`config.mk`:
```
export PLATFORM = sky130hd
export DESIGN_NAME = stream_mux_rr_flat
export DESIGN_NICKNAME = d
export VERILOG_FILES = /design/src/rtl/stream_mux_rr_pkg.sv /design/src/rtl/stream_mux_rr_if.sv /design/src/rtl/stream_mux_rr_rr_arbiter.sv /design/src/rtl/stream_mux_rr.sv /design/src/flat_wrapper.sv
export SDC_FILE = /design/constraint.sdc
export NUM_CORES = 1
export LEC_CHECK = 0
export BUFFER_PORTS_ARGS = -buffer_cell sky130_fd_sc_hd__clkbuf_2
export CAP_MARGIN = 10
export CORE_AREA = 2 2 158 160
export CTS_BUF_LIST = sky130_fd_sc_hd__clkbuf_16
export DETAILED_ROUTE_END_ITERATION = 8
export DIE_AREA = 0 0 160 162
export SKIP_LAST_GASP = 1
export SLEW_MARGIN = 10
export SYNTH_ARGS = -nofsm -noshare
export SYNTH_HDL_FRONTEND = slang
export SYNTH_SLANG_ARGS = --single-unit
```
`constraint.sdc`:
```
create_clock -name clk_i -period 8.28 [get_ports clk_i]
set_clock_uncertainty 0.05 [all_clocks]
set_input_delay 0 -clock clk_i [delete_from_list [all_inputs] [get_ports clk_i]]
set_output_delay 0 -clock clk_i [all_outputs]
set_load 0.1 [all_outputs]
```
`src/rtl/stream_mux_rr_pkg.sv`:
```
// stream_mux_pkg: shared types and defaults for the stream_mux_rr slice.
//   mode_e          : arbitration mode (round-robin / fixed select)
//   DEF_DATA_WIDTH  : default payload width
//   DEF_NUM_CH      : default number of input channels
//   next_ch()       : wrap-around increment of a channel index
package stream_mux_pkg;

    typedef enum logic {
        MODE_RR    = 1'b0,
        MODE_FIXED = 1'b1
    } mode_e;

    localparam int DEF_DATA_WIDTH = 64;
    localparam int DEF_NUM_CH     = 5;

    // Index following ch, wrapping num_ch-1 back to 0.
    function automatic int next_ch(input int ch, input int num_ch);
        return (ch >= num_ch - 1) ? 0 : ch + 1;
    endfunction

endpackage

```
`src/rtl/stream_mux_rr_if.sv`:
```
// stream_mux_rr_if: bundles the upstream (N-channel) and downstream
// (single-channel) valid/ready signals of stream_mux_rr.
//   slave  : view of the multiplexer itself
//   master : view of the environment driving/consuming it
// With STREAM_MUX_PKT_LOCK_EN defined, last_i/last_o are added.
interface stream_mux_rr_if
    import stream_mux_pkg::*;
#(
    parameter int DATA_WIDTH = DEF_DATA_WIDTH,
    parameter int NUM_CH     = DEF_NUM_CH,
    parameter int SEL_WIDTH  = $clog2(NUM_CH)
) ();
    logic                         mode_i;
    logic [SEL_WIDTH-1:0]         sel_i;
    logic [NUM_CH-1:0]            valid_i;
    logic [NUM_CH*DATA_WIDTH-1:0] data_i;
    logic [NUM_CH-1:0]            ready_o;
    logic                         valid_o;
    logic [DATA_WIDTH-1:0]        data_o;
    logic [SEL_WIDTH-1:0]         ch_o;
    logic                         ready_i;
`ifdef STREAM_MUX_PKT_LOCK_EN
    logic [NUM_CH-1:0]            last_i;
    logic                         last_o;
`endif

    modport slave (
        input  mode_i, sel_i, valid_i, data_i, ready_i,
        output ready_o, valid_o, data_o, ch_o
`ifdef STREAM_MUX_PKT_LOCK_EN
        , input last_i, output last_o
`endif
    );

    modport master (
        output mode_i, sel_i, valid_i, data_i, ready_i,
        input  ready_o, valid_o, data_o, ch_o
`ifdef STREAM_MUX_PKT_LOCK_EN
        , output last_i, input last_o
`endif
    );
endinterface

```
`src/rtl/stream_mux_rr_rr_arbiter.sv`:
```
// rr_arbiter: round-robin arbiter with its own pointer register.
//   clk_i, arstn_i : clock, asynchronous active-low reset
//   req            : per-channel request
//   adv_en         : advance pointer past the current winner
//   grant, winner  : one-hot grant and its index (grant==0 -> no winner)
// With STREAM_MUX_PKT_LOCK_EN defined:
//   xfer_en, xfer_ch, xfer_last : a beat moved on xfer_ch; last flag
//   locked                      : arbiter is held on a packet's channel
module rr_arbiter
    import stream_mux_pkg::*;
#(
    parameter int NUM_CH = DEF_NUM_CH,
    parameter int IDX_W  = $clog2(NUM_CH)
) (
    input  logic              clk_i,
    input  logic              arstn_i,
    input  logic [NUM_CH-1:0] req,
    input  logic              adv_en,
`ifdef STREAM_MUX_PKT_LOCK_EN
    input  logic              xfer_en,
    input  logic [IDX_W-1:0]  xfer_ch,
    input  logic              xfer_last,
    output logic              locked,
`endif
    output logic [NUM_CH-1:0] grant,
    output logic [IDX_W-1:0]  winner
);
    logic [IDX_W-1:0]  ptr_reg, ptr_next;
    logic [NUM_CH-1:0] grant_rr;
    logic [IDX_W-1:0]  win_rr;
    logic              rr_hit;
    int                idx;
    logic [IDX_W-1:0]  idx_s;

    // First requester at or above the pointer, wrapping at NUM_CH.
    always_comb begin
        rr_hit = 1'b0;
        win_rr = '0;
        idx    = 0;
        idx_s  = '0;
        for (int i = 0; i < NUM_CH; i++) begin
            idx = int'(ptr_reg) + i;
            if (idx >= NUM_CH) idx = idx - NUM_CH;
            idx_s = IDX_W'(idx);
            if (!rr_hit && req[idx_s]) begin
                rr_hit = 1'b1;
                win_rr = idx_s;
            end
        end
        grant_rr = rr_hit ? (NUM_CH'(1) << win_rr) : '0;
    end

`ifdef STREAM_MUX_PKT_LOCK_EN
    logic             lock_reg;
    logic [IDX_W-1:0] lock_ch_reg;

    // Mid-packet: only the owning channel may be granted.
    assign locked = lock_reg;
    assign grant  = lock_reg ? ((NUM_CH'(1) << lock_ch_reg) & req) : grant_rr;
    assign winner = lock_reg ? lock_ch_reg : win_rr;

    always_ff @(posedge clk_i or negedge arstn_i) begin
        if (!arstn_i) begin
            lock_reg    <= 1'b0;
            lock_ch_reg <= '0;
        end else if (xfer_en) begin
            lock_reg    <= !xfer_last;
            lock_ch_reg <= xfer_ch;
        end
    end
`else
    assign grant  = grant_rr;
    assign winner = win_rr;
`endif

    assign ptr_next = adv_en ? IDX_W'(next_ch(int'(winner), NUM_CH)) : ptr_reg;

    always_ff @(posedge clk_i or negedge arstn_i) begin
        if (!arstn_i) ptr_reg <= '0;
        else          ptr_reg <= ptr_next;
    end
endmodule

```
`src/rtl/stream_mux_rr.sv`:
```
// stream_mux_rr: N-channel valid/ready stream multiplexer with a single
// registered output stage. Channel choice is round-robin (mode_i=0) or a
// fixed index sel_i (mode_i=1).
//   clk_i, arstn_i : clock, asynchronous active-low reset
//   bus (slave)    : mode_i, sel_i, valid_i, data_i -> ready_o;
//                    valid_o, data_o, ch_o <- ready_i
// Optional: STREAM_MUX_PKT_LOCK_EN adds last_i/last_o and holds arbitration
// on one channel until its packet's last beat.
module stream_mux_rr
    import stream_mux_pkg::*;
#(
    parameter int DATA_WIDTH = DEF_DATA_WIDTH,
    parameter int NUM_CH     = DEF_NUM_CH,
    parameter int SEL_WIDTH  = $clog2(NUM_CH)
) (
    input  logic           clk_i,
    input  logic           arstn_i,
    stream_mux_rr_if.slave bus
);
    mode_e                  mode;
    logic                   load_en;
    logic                   xfer;
    logic                   use_arb;
    logic                   sel_ok;
    logic [NUM_CH-1:0]      arb_grant, fix_grant, grant;
    logic [SEL_WIDTH-1:0]   arb_winner, win;
    logic [DATA_WIDTH-1:0]  ch_data [NUM_CH];

    logic                   valid_reg;
    logic [DATA_WIDTH-1:0]  data_reg;
    logic [SEL_WIDTH-1:0]   ch_reg;

    generate
        for (genvar gi = 0; gi < NUM_CH; gi++) begin : g_unpack
            assign ch_data[gi] = bus.data_i[gi*DATA_WIDTH +: DATA_WIDTH];
        end
    endgenerate

    assign mode    = mode_e'(bus.mode_i);
    assign load_en = !valid_reg || bus.ready_i;

    // Out-of-range select grants nobody.
    assign sel_ok    = ({1'b0, bus.sel_i} < (SEL_WIDTH+1)'(NUM_CH));
    assign fix_grant = sel_ok ? ((NUM_CH'(1) << bus.sel_i) & bus.valid_i) : '0;

`ifdef STREAM_MUX_PKT_LOCK_EN
    logic locked;
    logic last_reg;
    assign use_arb = (mode == MODE_RR) || locked;
`else
    assign use_arb = (mode == MODE_RR);
`endif

    assign grant = use_arb ? arb_grant : fix_grant;
    assign win   = use_arb ? arb_winner : bus.sel_i;

    // ready_o is forced low during reset since the register cannot load.
    assign bus.ready_o = arstn_i ? (grant & {NUM_CH{load_en}}) : '0;
    assign xfer        = |bus.ready_o;

    rr_arbiter #(.NUM_CH(NUM_CH), .IDX_W(SEL_WIDTH)) u_arb (
        .clk_i     (clk_i),
        .arstn_i   (arstn_i),
        .req       (bus.valid_i),
        .adv_en    (xfer && (mode == MODE_RR)),
`ifdef STREAM_MUX_PKT_LOCK_EN
        .xfer_en   (xfer),
        .xfer_ch   (win),
        .xfer_last (bus.last_i[win]),
        .locked    (locked),
`endif
        .grant     (arb_grant),
        .winner    (arb_winner)
    );

    always_ff @(posedge clk_i or negedge arstn_i) begin
        if (!arstn_i) begin
            valid_reg <= 1'b0;
            data_reg  <= '0;
            ch_reg    <= '0;
        end else if (xfer) begin
            valid_reg <= 1'b1;
            data_reg  <= ch_data[win];
            ch_reg    <= win;
        end else if (bus.ready_i) begin
            valid_reg <= 1'b0;
        end
    end

`ifdef STREAM_MUX_PKT_LOCK_EN
    always_ff @(posedge clk_i or negedge arstn_i) begin
        if (!arstn_i)  last_reg <= 1'b0;
        else if (xfer) last_reg <= bus.last_i[win];
    end
    assign bus.last_o = last_reg;
`endif

    assign bus.valid_o = valid_reg;
    assign bus.data_o  = data_reg;
    assign bus.ch_o    = ch_reg;
endmodule

```
`src/flat_wrapper.sv`:
```
// flat-port wrapper written by rule: the top's interface ports become plain ports
module stream_mux_rr_flat import stream_mux_pkg::*;
#(
    parameter int DATA_WIDTH = DEF_DATA_WIDTH,
    parameter int NUM_CH     = DEF_NUM_CH,
    parameter int SEL_WIDTH  = $clog2(NUM_CH)
)
  (clk_i, arstn_i, bus_mode_i, bus_sel_i, bus_valid_i, bus_data_i, bus_ready_i, bus_ready_o, bus_valid_o, bus_data_o, bus_ch_o);
  stream_mux_rr_if #(.DATA_WIDTH(DATA_WIDTH), .NUM_CH(NUM_CH), .SEL_WIDTH(SEL_WIDTH)) bus_i ();
  input  logic clk_i;
  input  logic arstn_i;
  input wire logic [$bits(bus_i.mode_i)-1:0] bus_mode_i;
  input wire logic [$bits(bus_i.sel_i)-1:0] bus_sel_i;
  input wire logic [$bits(bus_i.valid_i)-1:0] bus_valid_i;
  input wire logic [$bits(bus_i.data_i)-1:0] bus_data_i;
  input wire logic [$bits(bus_i.ready_i)-1:0] bus_ready_i;
  output wire logic [$bits(bus_i.ready_o)-1:0] bus_ready_o;
  output wire logic [$bits(bus_i.valid_o)-1:0] bus_valid_o;
  output wire logic [$bits(bus_i.data_o)-1:0] bus_data_o;
  output wire logic [$bits(bus_i.ch_o)-1:0] bus_ch_o;
  assign bus_i.mode_i = bus_mode_i;
  assign bus_i.sel_i = bus_sel_i;
  assign bus_i.valid_i = bus_valid_i;
  assign bus_i.data_i = bus_data_i;
  assign bus_i.ready_i = bus_ready_i;
  assign bus_ready_o = bus_i.ready_o;
  assign bus_valid_o = bus_i.valid_o;
  assign bus_data_o = bus_i.data_o;
  assign bus_ch_o = bus_i.ch_o;
  stream_mux_rr #(.DATA_WIDTH(DATA_WIDTH), .NUM_CH(NUM_CH), .SEL_WIDTH(SEL_WIDTH)) u_core (.clk_i(clk_i), .arstn_i(arstn_i), .bus(bus_i));
endmodule
```
==> flow_summary_export.csv, run 1 <==
group,metric,value,unit
critical_path,cp_top_family,"compound AO/OA/AOI/OAI gates",
grt,initial_antenna_violation_count,1,
synthesis,post_synth_edffs,0,
drt,drt_pre_antenna_iters,7,
sta,setup_viol,0,
drt,route.layer.met1.wl,10.8,mm
sta,hold_slack,0.0306,ns
min_path,min_delay_path_depth,4,
floorplan,die_h,162,microns
run,cap_viol_max_count,0,
clock_tree,clock_path_buffers,2,
critical_path,critical_path.slowest_cell,"a211o_2",
drt,detail_routed_via_count_per_cell,4.90,
drt,dr_total_vias,7297,
placement,placed_cells_incl_taps,1407,
synthesis,sequential_area_share_after_synthesis,0.262,
sta,hold_fails_final_rpt,0,
drt,route.final.wire_length,26.8,mm
critical_path,cp_max_fo,64,
critical_path,critical_path_depth,22,
floorplan,floorplan_core_area,24100,sq um
grt,grt_pass1_vias,7358,
drt,postRouteAntennaNets,0,
synthesis,syn_nets,1073,
placement,dpl_worst_slack,1.82,ns
critical_path,timing.critical_path.mode_cell,"ha_1",
min_path,hold_path_end,"u_core.bus.data_o[18]",
synthesis,synth.avg_cell_area,9.31,sq um
critical_path,required,8.45,ns
drt,remaining_drc_errors,0,
grt,grt_pass1_wl,40.3,mm
synthesis,ys_seq_elements,71,
layout,largest_register_ff_count,64,
critical_path,worstPathCellList,"buf_4 > inv_1 > buf_4 > ha_1 > ha_1 > nand2_1 > o21ai_1 > a221o_1 > a211oi_2 > and2_1 > nand3_1 > o2bb2ai_1 > inv_1 > ha_1 > ha_1 > nand2_1 > a31oi_1 > or3_1 > a211o_2 > and2_2 > buf_4 > a221o_1",
clock_tree,clkTransAtPathRegs,0.07,ns
drt,route.met2.wl,13.6,mm
critical_path,startpoint_type,"flop",
drt,initialDrtViolationCount,431,
critical_path,worst_r2r_startpoint,"u_core.u_arb.ptr_reg[0]",
grt,grt_max_degree,73,
layout,finish.cell_count_without_fillers,1489,
layout,final_nets,1506,
critical_path,crit_path_end_kind,"flop",
floorplan,floorplan.die.width,160,microns
sta,drv_slew,0,
critical_path,critical_path_buf_inv_count,5,
sta,final.setup.worst_slack,1.83,ns
layout,final_layout_size_suffix_gt1_frac,0.387,
floorplan,io_pins,405,
grt,overflow,0,
synthesis,synth_cell_type_count,72,
synthesis,post_synth_most_frequent_cells,"200 x mux2i_1, 79 x nor2_1, 75 x inv_1",
critical_path,timing.rr.end,"u_core.bus.data_o[6]",
sta,worst_slew_margin_rel,0.379,
synthesis,syn_inst,727,
run_status,run_status,"complete, no violations",
synthesis,synthesis_warnings,0,
floorplan,start_util,0.281,
clock_tree,h-tree-depth,3,
synthesis,asyncSetResetFlopFracSynth,1.00,
critical_path,crit_arrival,6.62,ns
critical_path,cp_slowest_stage_delay,0.53,ns
grt,gr-usage-all-layers,0.198,
clock_tree,cts_tree,"built",
synthesis,synth_area_leaders,"mux2i_1 30%, dfrtp_1 26%, a221o_1 9.9%",
critical_path,path_class,"reg2reg",
sta,timing_worst_slew_pin_value,0.931,ns
clock_tree,clockRootBuffer,"clkbuf_16",
sta,setup_repair_after_global_routing_missed_its_margin,"false",
placement,total_half_perimeter_wirelength_after_legalization_and_detailed_placement,20.9,mm
critical_path,worst_r2r_path_depth,22,
layout,synthesis_to_finish_area_growth,45.8,%
synthesis,dominantRegCellSynth,"dfrtp_1",
drt,top_layer_used,"met4",
floorplan,placement_rows,57,
placement,place.port_buffers,404,
critical_path,r2r_setup_slk,1.83,ns
min_path,min-delay-start,"bus_data_i[210]",
synthesis,yosys.area.top_type,"mux2i_1",
layout,nFillCells,2478,
synthesis,synth_top_cell_area_share,0.296,
sta,timing.fmax,155,MHz
clock_tree,cts_sinks,71,
drt,wl_met3,1.60,mm
sta,post_layout_min_period,6.45,ns
placement,gpl.final_weighted_congestion,0.914,
sta,post-route-period-util,0.779,
clock_tree,cts_inserted_buffers,9,
synthesis,mapped_cell_area,6770,sq um
min_path,type_of_the_most_critical_hold_path,"in2reg",
clock_tree,clock_latency,0.33,ns
synthesis,yosysMostFrequentCell,"mux2i_1",
sta,tns,0,ns
floorplan,die-area,25900,sq um
drt,drt-wirelength-per-cell,18.0,microns
==> per-stage QoR <==
stage	cell area, sq um	util
finish	9880	0.410
global route	9880	0.410
CTS	9870	0.410
detailed placement	8930	0.370
global placement	8930	0.370
floorplan	6770	-
==> cell type report <==
| type | instances | area (sq um) | area share |
|---|---|---|---|
| well taps | 324 | 405 | 0.0410 |
| inverters | 78 | 293 | 0.0296 |
| clock buffers | 9 | 225 | 0.0228 |
| multi-input cells | 521 | 4350 | 0.440 |
| repair buffers | 479 | 2770 | 0.280 |
| clock inverters | 6 | 60.1 | 0.00608 |
| flip-flops and latches | 71 | 1780 | 0.180 |
| diodes | 1 | 2.50 | 0.000253 |
==> layout by cell type, fill, tap and decap left out, drive strengths merged, types with 8 or more instances in the layout <==
| cell type | instances |
|---|---|
| a221o | 67 |
| dfrtp | 71 |
| inv | 78 |
| ha | 13 |
| buf | 10 |
| clkbuf | 412 |
| nand2 | 17 |
| nor2 | 79 |
| mux2i | 200 |
| o21ai | 15 |
| a21oi | 8 |
| nand2b | 11 |
| dlygate4sd3 | 66 |
==> cell families after synthesis <==
family / Yosys count / synth area share
buffers and inverters: 135 / 0.100
adders and majority gates: 14 / 0.0270
muxes: 202 / 0.300
DFF: 71 / 0.262
AOI/OAI and AO/OA: 153 / 0.200
xor gates and xnor gates: 3 / 0.00388
and+or+nand+nor: 149 / 0.107
==> worst max-delay path by stage <==
stage	slack [ns]	start	to
final	1.83	u_core.u_arb.ptr_reg[0]	u_core.bus.data_o[6]
after global placement	1.90	u_core.u_arb.ptr_reg[0]	u_core.bus.data_o[5]
after CTS	1.83	u_core.u_arb.ptr_reg[0]	u_core.bus.data_o[6]
after detailed placement	1.82	u_core.u_arb.ptr_reg[0]	u_core.bus.data_o[6]
after floorplan	2.88	u_core.u_arb.ptr_reg[0]	bus_ready_o[3]
after global routing	1.44	u_core.u_arb.ptr_reg[0]	u_core.bus.data_o[6]
==> worst reg2reg max path: stages (launching register included) <==
cell	delay, ns
dfrtp_1	0.32
buf_4	0.33
inv_1	0.08
buf_4	0.20
ha_1	0.23
ha_1	0.47
nand2_1	0.13
o21ai_1	0.16
a221o_1	0.41
a211oi_2	0.33
and2_1	0.37
nand3_1	0.12
o2bb2ai_1	0.39
inv_1	0.14
ha_1	0.23
ha_1	0.19
nand2_1	0.08
a31oi_1	0.04
or3_1	0.41
a211o_2	0.53
and2_2	0.28
buf_4	0.29
a221o_1	0.56
==> per-layer routing <==
metal,vias up,track usage
met5,-,0
met4,0,0.0786
met3,42,0.0358
met2,323,0.355
met1,3386,0.236
li1,3546,-
==> timing repair <==
action / in CTS / in global routing
hold buffers: 66 / 0
setup buffers: 0 / 0
gates resized for setup: 0 / 0
endpoints found under the hold margin: 97 / 0
Power of run 1 is left out: the tool's default activity adds up to more than one toggle a clock period on the data nets, which glitch-free logic cannot reach.
==> run 2, diff against run 1 <==
CORE_AREA = 2 2 159 161   (was 2 2 158 160)
DIE_AREA = 0 0 161 163   (was 0 0 160 162)
clock period = 6.65 ns   (was 8.28 ns; I/O delays follow)
==> flow_summary_export.csv, run 2 (synthesis gave the netlist of run 1 again) <==
group,metric,value,unit
run,cap_viol_max_count,0,
sta,post_layout_min_period,5.94,ns
grt,overflow,0,
placement,total_half_perimeter_wirelength_after_legalization_and_detailed_placement,21.6,mm
layout,nFillCells,2526,
floorplan,die_h,163,microns
critical_path,startpoint_type,"flop",
critical_path,cp_top_family,"compound AO/OA/AOI/OAI gates",
clock_tree,cts_inserted_buffers,9,
critical_path,timing.critical_path.mode_cell,"ha_1",
sta,tns,0,ns
layout,layout.cells.most_common,"clkbuf_2",
grt,gr-usage-all-layers,0.200,
floorplan,start_util,0.274,
placement,dpl_worst_slack,0.779,ns
grt,grt_pass1_vias,7253,
critical_path,required,6.81,ns
sta,hold_fails_final_rpt,0,
sta,worst_slew_margin_rel,0.465,
drt,drt_pre_antenna_iters,5,
clock_tree,cts_tree,"built",
min_path,type_of_the_most_critical_hold_path,"in2reg",
critical_path,cp_max_fo,50,
layout,layout.cells.most_common_list,"403 x clkbuf_2, 200 x mux2i_1, 79 x nor2_1, 76 x inv_1, 71 x dfrtp_1",
critical_path,critical_path.slowest_cell,"dfrtp_1",
grt,grt_pass1_wl,40.7,mm
layout,final_layout_size_suffix_gt1_frac,0.393,
clock_tree,clockRootBuffer,"clkbuf_16",
sta,post-route-period-util,0.893,
drt,drt-wirelength-per-cell,18.4,microns
clock_tree,clkTransAtPathRegs,0.07,ns
grt,grt_max_degree,61,
layout,synthesis_to_finish_area_growth,47.5,%
drt,initialDrtViolationCount,412,
placement,gpl.final_weighted_congestion,0.874,
clock_tree,clock_latency,0.34,ns
critical_path,path_class,"reg2reg",
floorplan,io_pins,405,
floorplan,placement_rows,58,
sta,setup_repair_after_global_routing_missed_its_margin,"false",
drt,route.final.wire_length,27.7,mm
clock_tree,clock_path_buffers,2,
floorplan,floorplan_core_area,24700,sq um
clock_tree,cts_sinks,71,
sta,timing.fmax,168,MHz
layout,final_nets,1515,
drt,dr_total_vias,7301,
drt,remaining_drc_errors,0,
floorplan,die-area,26200,sq um
clock_tree,cts_post_setup_buffers_inserted,0,
floorplan,floorplan.die.width,161,microns
critical_path,worstPathCellList,"inv_1 > ha_1 > ha_1 > xor2_1 > or2_1 > o2111a_1 > a211oi_2 > and2_1 > nand3_1 > o2bb2ai_1 > inv_1 > ha_1 > ha_1 > nand2_1 > a31oi_1 > or3_1 > a211o_2 > and2_2 > buf_12 > a221o_1",
grt,initial_antenna_violation_count,4,
sta,drv_slew,0,
critical_path,crit_arrival,6.10,ns
sta,timing_worst_slew_pin_value,0.802,ns
sta,final.setup.worst_slack,0.712,ns
placement,place.port_buffers,404,
critical_path,critical_path_buf_inv_count,3,
drt,detail_routed_via_count_per_cell,4.85,
sta,setup_viol,0,
critical_path,cp_slowest_stage_delay,0.62,ns
layout,sequential_standard_cell_area,1780,sq um
run_status,run_status,"complete, no violations",
layout,largest_register_ff_count,64,
layout,area_used_by_multi_input_combinational_logic,4350,sq um
critical_path,crit_path_end_kind,"flop",
clock_tree,h-tree-depth,3,
drt,postRouteAntennaNets,0,
==> run 2: cell count changes in the layout (fill, tap and decap cells not counted), sizes merged <==
cell      previous run  this run
buf                 10        19
clkinv               4         2
inv                 78        80
clkinvlp             1         2
diode                1         2
==> run 2: tightest hold or removal path, delay by kind of cell <==
| kind | cells | cell delay (ns) |
|---|---|---|
| mux | 2 | 0.17 |
| compound gates | 1 | 0.14 |
| buf+inv | 1 | 0.08 |
==> run 2: cell type report <==
type | instances | area share
sequential | 71 | 0.178
clock inverter | 7 | 0.00714
tap | 330 | 0.0413
multi-input combinational | 521 | 0.435
clock buffer | 9 | 0.0225
antenna | 2 | 0.000501
timing repair buffer | 488 | 0.286
inverter | 78 | 0.0293
==> run 2: path summary, 6_finish.rpt <==
kind                       depth (start not counted)                     from  slack [ns]                     to
setup / recovery                                  20  u_core.u_arb.ptr_reg[1]        0.71  u_core.bus.data_o[10]
hold / removal                                     4          bus_data_i[124]        0.04  u_core.bus.data_o[60]
setup reg to reg                                  20  u_core.u_arb.ptr_reg[1]        0.71  u_core.bus.data_o[10]
hold reg to reg                                    2       u_core.bus.ch_o[2]        0.46     u_core.bus.ch_o[2]
max in group asynchronous                          4                  arstn_i        5.36  u_core.bus.data_o[19]
min in group asynchronous                          3                  arstn_i        0.36  u_core.bus.data_o[15]
==> run 2: what timing repair did <==
| item | CTS | global route |
|---|---|---|
| endpoints found under the hold margin | 109 | 0 |
| hold buffers | 66 | 0 |
| resized for setup | 0 | 0 |
| setup endpoints to repair | 0 | 0 |
==> run 2: layer usage <==
| layer | up-vias | wire (microns) | track usage |
|---|---|---|---|
| li1 | 3563 | - | - |
| met1 | 3402 | 11800 | 0.254 |
| met2 | 300 | 13700 | 0.346 |
| met3 | 32 | 1600 | 0.0379 |
| met4 | 4 | 560 | 0.0601 |
| met5 | - | 31 | 0 |
==> run 2: metrics by stage <==
| stage | instance area (sq um) | util | hold WS, ns | cells |
|---|---|---|---|---|
| 2_1_floorplan | 6770 | - | -0.346 | 727 |
| 3_3_place_gp | 9030 | 0.366 | 0.180 | 1422 |
| 3_5_place_dp | 9030 | 0.366 | 0.185 | 1422 |
| 4_1_cts | 9980 | 0.405 | 0.0246 | 1504 |
| 5_1_grt | 9990 | 0.405 | 0.0492 | 1505 |
| 6_report | 9990 | 0.405 | 0.0446 | 1506 |
Power of run 2 is left out for the same reason.
